## src/rtl/nibble_scatter_packer.sv

```systemverilog
// Scatter-write frame buffer: random-access word writes fill N slots, then the
// complete frame is presented on dout until the consumer takes it.
module nibble_scatter_packer #(
    parameter int W  = 4,
    parameter int N  = 256,
    parameter int SW = 8
) (
    input  logic            clk,
    input  logic            reset,
    input  logic            clear,
    input  logic            in_valid,
    output logic            in_ready,
    input  logic [SW-1:0]   in_sel,
    input  logic [W-1:0]    in_data,
    output logic            out_valid,
    input  logic            out_ready,
    output logic [N*W-1:0]  dout,
    output logic [SW:0]     fill_count
);

    typedef enum logic {
        FILL = 1'b0,
        FULL = 1'b1
    } state_t;

    localparam logic [SW:0] CNT_ONE  = (SW+1)'(1);
    localparam logic [SW:0] CNT_FULL = (SW+1)'(N);

    state_t           state_q, state_d;
    logic [N*W-1:0]   buf_q, buf_d;
    logic [N-1:0]     mask_q, mask_d;
    logic [SW:0]      cnt_q, cnt_d;
    logic             wr;

    assign in_ready   = (state_q == FILL) && !clear;
    assign wr         = in_valid && in_ready;
    assign out_valid  = (state_q == FULL);
    assign dout       = buf_q;
    assign fill_count = cnt_q;

    always_comb begin
        state_d = state_q;
        buf_d   = buf_q;
        mask_d  = mask_q;
        cnt_d   = cnt_q;
        if (clear) begin
            state_d = FILL;
            buf_d   = '0;
            mask_d  = '0;
            cnt_d   = '0;
        end else begin
            case (state_q)
                FILL: begin
                    if (wr) begin
                        buf_d[in_sel*W +: W] = in_data;
                        mask_d[in_sel]       = 1'b1;
                        if (!mask_q[in_sel]) begin
                            cnt_d = cnt_q + CNT_ONE;
                        end
                        if (cnt_d == CNT_FULL) begin
                            state_d = FULL;
                        end
                    end
                end
                FULL: begin
                    // Frame handed off: start the next one from an empty buffer
                    if (out_ready) begin
                        state_d = FILL;
                        buf_d   = '0;
                        mask_d  = '0;
                        cnt_d   = '0;
                    end
                end
                default: state_d = FILL;
            endcase
        end
    end

    always_ff @(posedge clk) begin
        if (reset) begin
            state_q <= FILL;
            buf_q   <= '0;
            mask_q  <= '0;
            cnt_q   <= '0;
        end else begin
            state_q <= state_d;
            buf_q   <= buf_d;
            mask_q  <= mask_d;
            cnt_q   <= cnt_d;
        end
    end

endmodule

```

## config.mk

```make
export PLATFORM = sky130hd
export DESIGN_NAME = nibble_scatter_packer
export DESIGN_NICKNAME = d
export VERILOG_FILES = /design/src/rtl/nibble_scatter_packer.sv
export SDC_FILE = /design/constraint.sdc
export NUM_CORES = 2
export LEC_CHECK = 0
export CORE_AREA = 2 2 413 415
export DETAILED_ROUTE_END_ITERATION = 12
export DIE_AREA = 0 0 415 417
export DONT_BUFFER_PORTS = 1
export GPL_ROUTABILITY_DRIVEN = 0
export PLACE_DENSITY = 0.47
export SYNTH_ARGS = -nofsm -noshare
export SYNTH_HDL_FRONTEND = slang
export SYNTH_SLANG_ARGS = --single-unit
export TNS_END_PERCENT = 5
```

## constraint.sdc

```tcl
create_clock -name clk -period 6.35 [get_ports clk]
set_input_delay 0.9525 -clock clk [delete_from_list [all_inputs] [get_ports clk]]
set_output_delay 0.9525 -clock clk [all_outputs]
set_load 0.02 [all_outputs]
```

# Yosys cells after proc, flatten, opt, wreduce, memory -nomap -nowiden
# Cells that the tools add are included.
# totals
register_bits	1290
inputBits	17
out_inout_bits	1035
elab_cells	43
# classes
add_sub_neg	2
n_lt_le_gt_ge	2
eq_ne	3
n_shift	2
muxes	22
bitwise	2
reduce_logical	6
# ops
cell	n
$mux W1024	2
$pmux W1024 S2	1
$bwmux W1024	1
$shift A4 B34 Y1024 const A	1
$shiftx A4 B34 Y1024	1
$mux W256	2
$pmux W256 S2	1
$or A256 B256 Y256	1
$mux W9	6
$neg A10 Y34	1
$pmux W9 S2	1
$add A9 B1 Y9 const B	1
$eq A9 B9 Y1 const B	1
$lt A8 B9 Y1 const B	1
$bmux W1 S8	1
$demux W1 S8	1
$ge A8 B1 Y1 const B	1
$mux W1	5
$ne A2 B2 Y1 const B	2
$logic_and A1 B1 Y1	3
$pmux W1 S2	1
$reduce_and A2 Y1	1
$reduce_or A2 Y1	1
$logic_not A1 Y1	1
$not A1 Y1	1

# Longest topological paths before layout
# depth
depth_word	10
mapped_depth	18
ltp_nobuf	11

# Worst setup path after synthesis
# No wires, ideal clock.
# synth_timing
kind	in2reg
from	in in_sel[0]
to	reg buf_q[528], in the netlist dout[528]
setup_ps	65
arrival_ps	3934
required_time_ps	6285
setup_slack_ps	2350
stages	17
n_path_buf	7
cell_sequence	buf_6 -> buf_12 -> buf_12 -> buf_6 -> buf_6 -> inv_1 -> ha_1 -> clkbuf_1 -> xor2_1 -> nor3_1 -> nor2b_1 -> nand2_1 -> clkbuf_1 -> nor2_1 -> o21ai_0 -> a22oi_1 -> nor2_1
# synth_between
elab_chain_len	5
word_cells_on_any_way	6
cone_classes	add/sub: 1; shift: 2; mux: 3
# synth_lines
element	line_no	source
start: declaration	13	input logic [SW-1:0] in_sel,
$neg A10 Y34 *	55	buf_d[in_sel*W +: W] = in_data;
$shiftx A4 B34 Y1024 / $shift A4 B34 Y1024 (equally long branches)	55	
$bwmux W1024 *	55	
$mux W1024 *	54	if (wr) begin
$pmux W1024 S2 *	52	case (state_q)
end signal: assignment	87	buf_q <= buf_d;
end: declaration	30	logic [N*W-1:0] buf_q, buf_d;
# Mark *: on every way between the ends. The rest lies on a longest branch, timed or not. The select of a mux whose other input is x is not followed.
# A chain may end at the register's enable or synchronous reset.

# Worst setup path after layout
# layout_timing
from	in in_sel[0]
to	reg buf_q[777], in the netlist dout[777]
# Same word-level chain as after synthesis.

==> impl_metrics.prom <==
# TYPE chip_impl_metric gauge
chip_impl_metric{name="synth_compound_area_share",unit="%"} 22.5
chip_impl_metric{name="clock_skew",unit="ns"} 0.0285
chip_impl_info{name="min_path_type",value="in2reg"} 1
chip_impl_metric{name="seq_area_frac_synth",unit="%"} 53.6
chip_impl_metric{name="num-fill-cells",unit=""} 17458
chip_impl_info{name="critPathSlowestCell",value="sky130_fd_sc_hd__nor2_2"} 1
chip_impl_metric{name="cap_viol_max_count",unit=""} 0
chip_impl_metric{name="floorplan.die_area",unit="sq um"} 173000
chip_impl_metric{name="synth_xor_area_share",unit="%"} 0.109
chip_impl_metric{name="totalWireLength",unit="um"} 249000
chip_impl_metric{name="power.ir.vdd_worst",unit="mV"} 0.202
chip_impl_metric{name="port_buffers",unit=""} 0
chip_impl_info{name="dominant_combinational_cell_family_by_area_after_synthesis",value="compound AO/OA/AOI/OAI gates"} 1
chip_impl_metric{name="critical_path.max_stage_delay",unit="ns"} 0.83
chip_impl_metric{name="ant_nets",unit=""} 0
chip_impl_metric{name="ys_async_sr_fraction",unit="%"} 0
chip_impl_metric{name="number_of_global_route_vias_before_repair",unit=""} 38307
chip_impl_info{name="crit_path_cell_trace",value="inv_1 -> ha_1 -> o21bai_1 -> a21o_1 -> nor3_2 -> nand2_1 -> nor2_2 -> a22oi_1 -> nor2_1"} 1
chip_impl_metric{name="wire_length_of_the_first_global_routing_pass",unit="um"} 337000
chip_impl_info{name="startpoint_type",value="input pin"} 1
chip_impl_metric{name="synth_enable_flop_cells",unit=""} 0
chip_impl_metric{name="via_count",unit=""} 43488
chip_impl_metric{name="yosys_register_bits",unit=""} 1290
chip_impl_metric{name="p_per_area",unit="nW/um^2"} 320
chip_impl_info{name="synth_top_flop_cell",value="sky130_fd_sc_hd__dfxtp_1"} 1
chip_impl_metric{name="fin_crit",unit="ns"} 4.28
chip_impl_metric{name="instances_no_fill",unit=""} 7574
chip_impl_info{name="grt_busiest_layer",value="met2"} 1
chip_impl_metric{name="detailedRoute.firstIterationViolations",unit=""} 5619
chip_impl_info{name="worst_setup_path_start",value="in_sel[0]"} 1
chip_impl_metric{name="holdBufCountCts",unit=""} 0
chip_impl_metric{name="avgSynthCellArea",unit="sq um"} 8.91
chip_impl_metric{name="required",unit="ns"} 7.08
chip_impl_metric{name="grt-ovfl-total",unit=""} 0
chip_impl_metric{name="synthSimpleGateAreaFrac",unit="%"} 16.2
chip_impl_metric{name="critical_path_arrival",unit="ns"} 5.01
chip_impl_metric{name="clock_path_buffers",unit=""} 3
chip_impl_metric{name="synth_cell_type_count",unit=""} 73
chip_impl_metric{name="numCtsBuffers",unit=""} 150
chip_impl_metric{name="io_pins",unit=""} 1052
chip_impl_metric{name="synth.net_count",unit=""} 5433
chip_impl_metric{name="critPathMaxFanout",unit=""} 93
chip_impl_metric{name="min_delay_path_depth",unit=""} 2
chip_impl_metric{name="timing.setup.tns",unit="ns"} 0
chip_impl_metric{name="die_x",unit="um"} 415
chip_impl_metric{name="reg2reg_depth",unit=""} 8
chip_impl_metric{name="initial_utilization",unit="%"} 28.6
chip_impl_metric{name="timing_max_transition_violations_final",unit=""} 0
chip_impl_metric{name="antenna_found_initial",unit=""} 2
chip_impl_metric{name="die_height",unit="um"} 417
chip_impl_metric{name="cts_resized",unit=""} 0
chip_impl_metric{name="post_route_cells_drive_above_1_share",unit="%"} 9.81
chip_impl_metric{name="synthAdderAreaFrac",unit="%"} 0.156
chip_impl_info{name="critical_path_class",value="in2reg"} 1
chip_impl_metric{name="drc_errors",unit=""} 0
chip_impl_metric{name="multi_input_gate_area_in_the_final_layout",unit="sq um"} 20600
chip_impl_metric{name="clock_insertion_delay_worst_skew",unit="ns"} 0.81
chip_impl_info{name="commonest_non_fill_non_tap_cell_in_the_layout",value="sky130_fd_sc_hd__nor2_1"} 1
chip_impl_metric{name="placeableCoreArea",unit="sq um"} 169000
chip_impl_metric{name="syn_area",unit="sq um"} 48200
chip_impl_metric{name="post-route-period-util",unit="%"} 67.4
chip_impl_metric{name="post-cts-setup-buffer-count",unit=""} 0
chip_impl_metric{name="synthMuxAreaShare",unit="%"} 3.35
chip_impl_info{name="end_kind",value="flop"} 1
chip_impl_info{name="outcome",value="finished clean"} 1
chip_impl_metric{name="number_of_h_tree_levels",unit=""} 4
chip_impl_metric{name="rrSetupSlack",unit="ns"} 2.60
chip_impl_metric{name="groute.layer.met3.usage",unit="%"} 7.51
chip_impl_metric{name="ys.warnings.count",unit=""} 0
chip_impl_metric{name="grt_util_met1",unit="%"} 34.0
chip_impl_metric{name="dp_cells",unit=""} 7301
chip_impl_metric{name="clock-sinks",unit=""} 1290
chip_impl_metric{name="ff_latch_area",unit="sq um"} 25800
chip_impl_info{name="critical_path.reg2reg.startpoint",value="out_valid$_SDFF_PP0_"} 1
chip_impl_metric{name="drt-vias-per-instance",unit=""} 5.74
chip_impl_info{name="tritoncts",value="done"} 1
chip_impl_info{name="cell_taking_the_most_area_after_synthesis",value="sky130_fd_sc_hd__dfxtp_1"} 1
chip_impl_metric{name="nets",unit=""} 5258
chip_impl_metric{name="clkTransAtPathRegs",unit="ns"} 0.06
chip_impl_metric{name="worst-slew-pin-transition",unit="ns"} 1.28
chip_impl_metric{name="drt_pre_antenna_iters",unit=""} 7
chip_impl_info{name="timing.hold.worst_endpoint",value="dout[3]$_SDFFE_PP0P_"} 1
chip_impl_metric{name="leakage",unit="nW"} 17.2
chip_impl_metric{name="detail_route.wl_per_cell",unit="um"} 32.9
chip_impl_metric{name="dp.final_hpwl",unit="um"} 174000
chip_impl_metric{name="track_usage",unit="%"} 27.3
chip_impl_metric{name="layout_setup_ws",unit="ns"} 2.07
chip_impl_metric{name="synthToLayoutAreaGrowth",unit="%"} 14.9
chip_impl_info{name="unrepaired_setup_endpoints_after_global_routing",value="false"} 1
chip_impl_metric{name="fmax",unit="GHz"} 0.234
chip_impl_metric{name="final_hold_violations",unit=""} 0
chip_impl_metric{name="report.final.setup_viol",unit=""} 0
chip_impl_metric{name="pre_cts_ws",unit="ns"} 1.49
chip_impl_info{name="synth.area.top_cells",value="sky130_fd_sc_hd__dfxtp_1, sky130_fd_sc_hd__a22oi_1, sky130_fd_sc_hd__nor2_1"} 1
chip_impl_metric{name="synth_top_area_share",unit="%"} 53.6
chip_impl_info{name="clk_root_buffer_cell",value="sky130_fd_sc_hd__clkbuf_16"} 1
chip_impl_metric{name="timing.slew.headroom",unit="%"} 13.5
chip_impl_metric{name="grt_start_max_net_pins",unit=""} 215
chip_impl_metric{name="netlist_instances",unit=""} 5410
chip_impl_info{name="layout_common_cells",value="sky130_fd_sc_hd__nor2_1, sky130_fd_sc_hd__dfxtp_1, sky130_fd_sc_hd__a22oi_1, sky130_fd_sc_hd__a21oi_1, sky130_fd_sc_hd__o21ai_0"} 1
chip_impl_info{name="endpoint_of_the_lowest_slack_register_to_register_path",value="mask_q[242]$_SDFFE_PP0P_"} 1
chip_impl_metric{name="placementRows",unit=""} 151
chip_impl_info{name="worst_hold_launch",value="in_data[3]"} 1
chip_impl_metric{name="globalRouteMet2Util",unit="%"} 43.3
per-stage QoR:
step,util [%],total power [mW],hold WS (ns),area [sq um]
3_3_place_gp,29.8,8.88,0.440,50300
3_5_place_dp,29.8,8.88,0.447,50300
4_1_cts,32.9,17.9,0.278,55400
6_report,32.9,17.8,0.321,55400
2_1_floorplan,-,8.64,0.428,48200
5_1_grt,32.9,18.2,0.317,55400
how the worst max path moves through the flow:
stage,to,slack [ns],cells past startpoint
global placement,dout[916]$_SDFFE_PP0P_,1.54,12
finish,dout[777]$_SDFFE_PP0P_,2.07,9
detailed placement,dout[617]$_SDFFE_PP0P_,1.49,9
CTS,dout[617]$_SDFFE_PP0P_,2.36,9
global route,dout[918]$_SDFFE_PP0P_,2.08,12
floorplan,dout[528]$_SDFFE_PP0P_,2.35,17
cell type report:
class / count / area share (%)
multi-input cells: 3667 / 37.1
well taps: 2218 / 5.01
inverters: 13 / 0.0881
flip-flops and latches: 1290 / 46.6
clock inverters: 54 / 1.30
clock buffers: 217 / 7.95
diodes: 2 / 0.00904
repair buffers: 113 / 1.89
metal layers:
layer | routed length [um] | vias to the layer above
li1 | - | 18870
met1 | 98500 | 21765
met2 | 114000 | 2375
met3 | 21900 | 478
met4 | 14100 | 0
met5 | 0 | -
where the power goes:
part / internal [mW] / switching [mW]
Clock: 5.40 / 3.65
Combinational: 0.0976 / 0.511
Sequential: 8.09 / 0.00214
Total: 13.6 / 4.16
kinds of logic (layout without fill, tap and decap cells):
logic type               count (synthesis)  count (layout)
adder cells (fa/ha/maj)                  6               6
buffers and inverters                  453             397
other                                    0               2
flip-flops                            1290            1290
XOR/XNOR                                 6               6
AND/OR/NAND/NOR                       1948            1948
multiplexers                            95              95
AO/OA/AOI/OAI                         1612            1612
critical path: cells and delay by family:
| kind | cells | cell delay, ns |
|---|---|---|
| compound gates | 3 | 0.83 |
| fa+ha+maj | 1 | 0.38 |
| buf+inv | 1 | 0.14 |
| simple gates | 4 | 2.50 |
state kept, by name, summed over array words and instances (netlist names):
register	count
mask_q	256
dout	1024
fill_count	9
out_valid	1
synth_stat cells, types with 3 or more instances:
library cell	number
sky130_fd_sc_hd__nand2b_1	6
sky130_fd_sc_hd__a211oi_1	3
sky130_fd_sc_hd__nor2_1	1644
sky130_fd_sc_hd__o211ai_1	8
sky130_fd_sc_hd__ha_1	6
sky130_fd_sc_hd__nor3_2	6
sky130_fd_sc_hd__or4_1	5
sky130_fd_sc_hd__nor2b_1	7
sky130_fd_sc_hd__mux2_2	4
sky130_fd_sc_hd__o311ai_1	3
sky130_fd_sc_hd__or2_1	3
sky130_fd_sc_hd__nand2_1	114
sky130_fd_sc_hd__o22ai_1	7
sky130_fd_sc_hd__a22oi_1	1006
sky130_fd_sc_hd__xnor2_1	5
sky130_fd_sc_hd__nor2_2	80
sky130_fd_sc_hd__and2_1	4
sky130_fd_sc_hd__buf_2	85
sky130_fd_sc_hd__a221oi_1	3
sky130_fd_sc_hd__nor3_1	25
sky130_fd_sc_hd__a31oi_1	6
sky130_fd_sc_hd__and3_1	4
sky130_fd_sc_hd__o21ai_0	159
sky130_fd_sc_hd__clkbuf_8	7
sky130_fd_sc_hd__mux4_2	37
sky130_fd_sc_hd__dfxtp_1	1290
sky130_fd_sc_hd__buf_1	12
sky130_fd_sc_hd__buf_12	4
sky130_fd_sc_hd__a21oi_1	268
sky130_fd_sc_hd__mux4_1	12
sky130_fd_sc_hd__buf_6	8
sky130_fd_sc_hd__mux2i_1	42
sky130_fd_sc_hd__nor4_1	5
sky130_fd_sc_hd__o21ai_1	107
sky130_fd_sc_hd__nand3_1	25
sky130_fd_sc_hd__clkbuf_1	323
sky130_fd_sc_hd__inv_1	12
sky130_fd_sc_hd__a32oi_1	25
(Power assumes the default switching activity.)
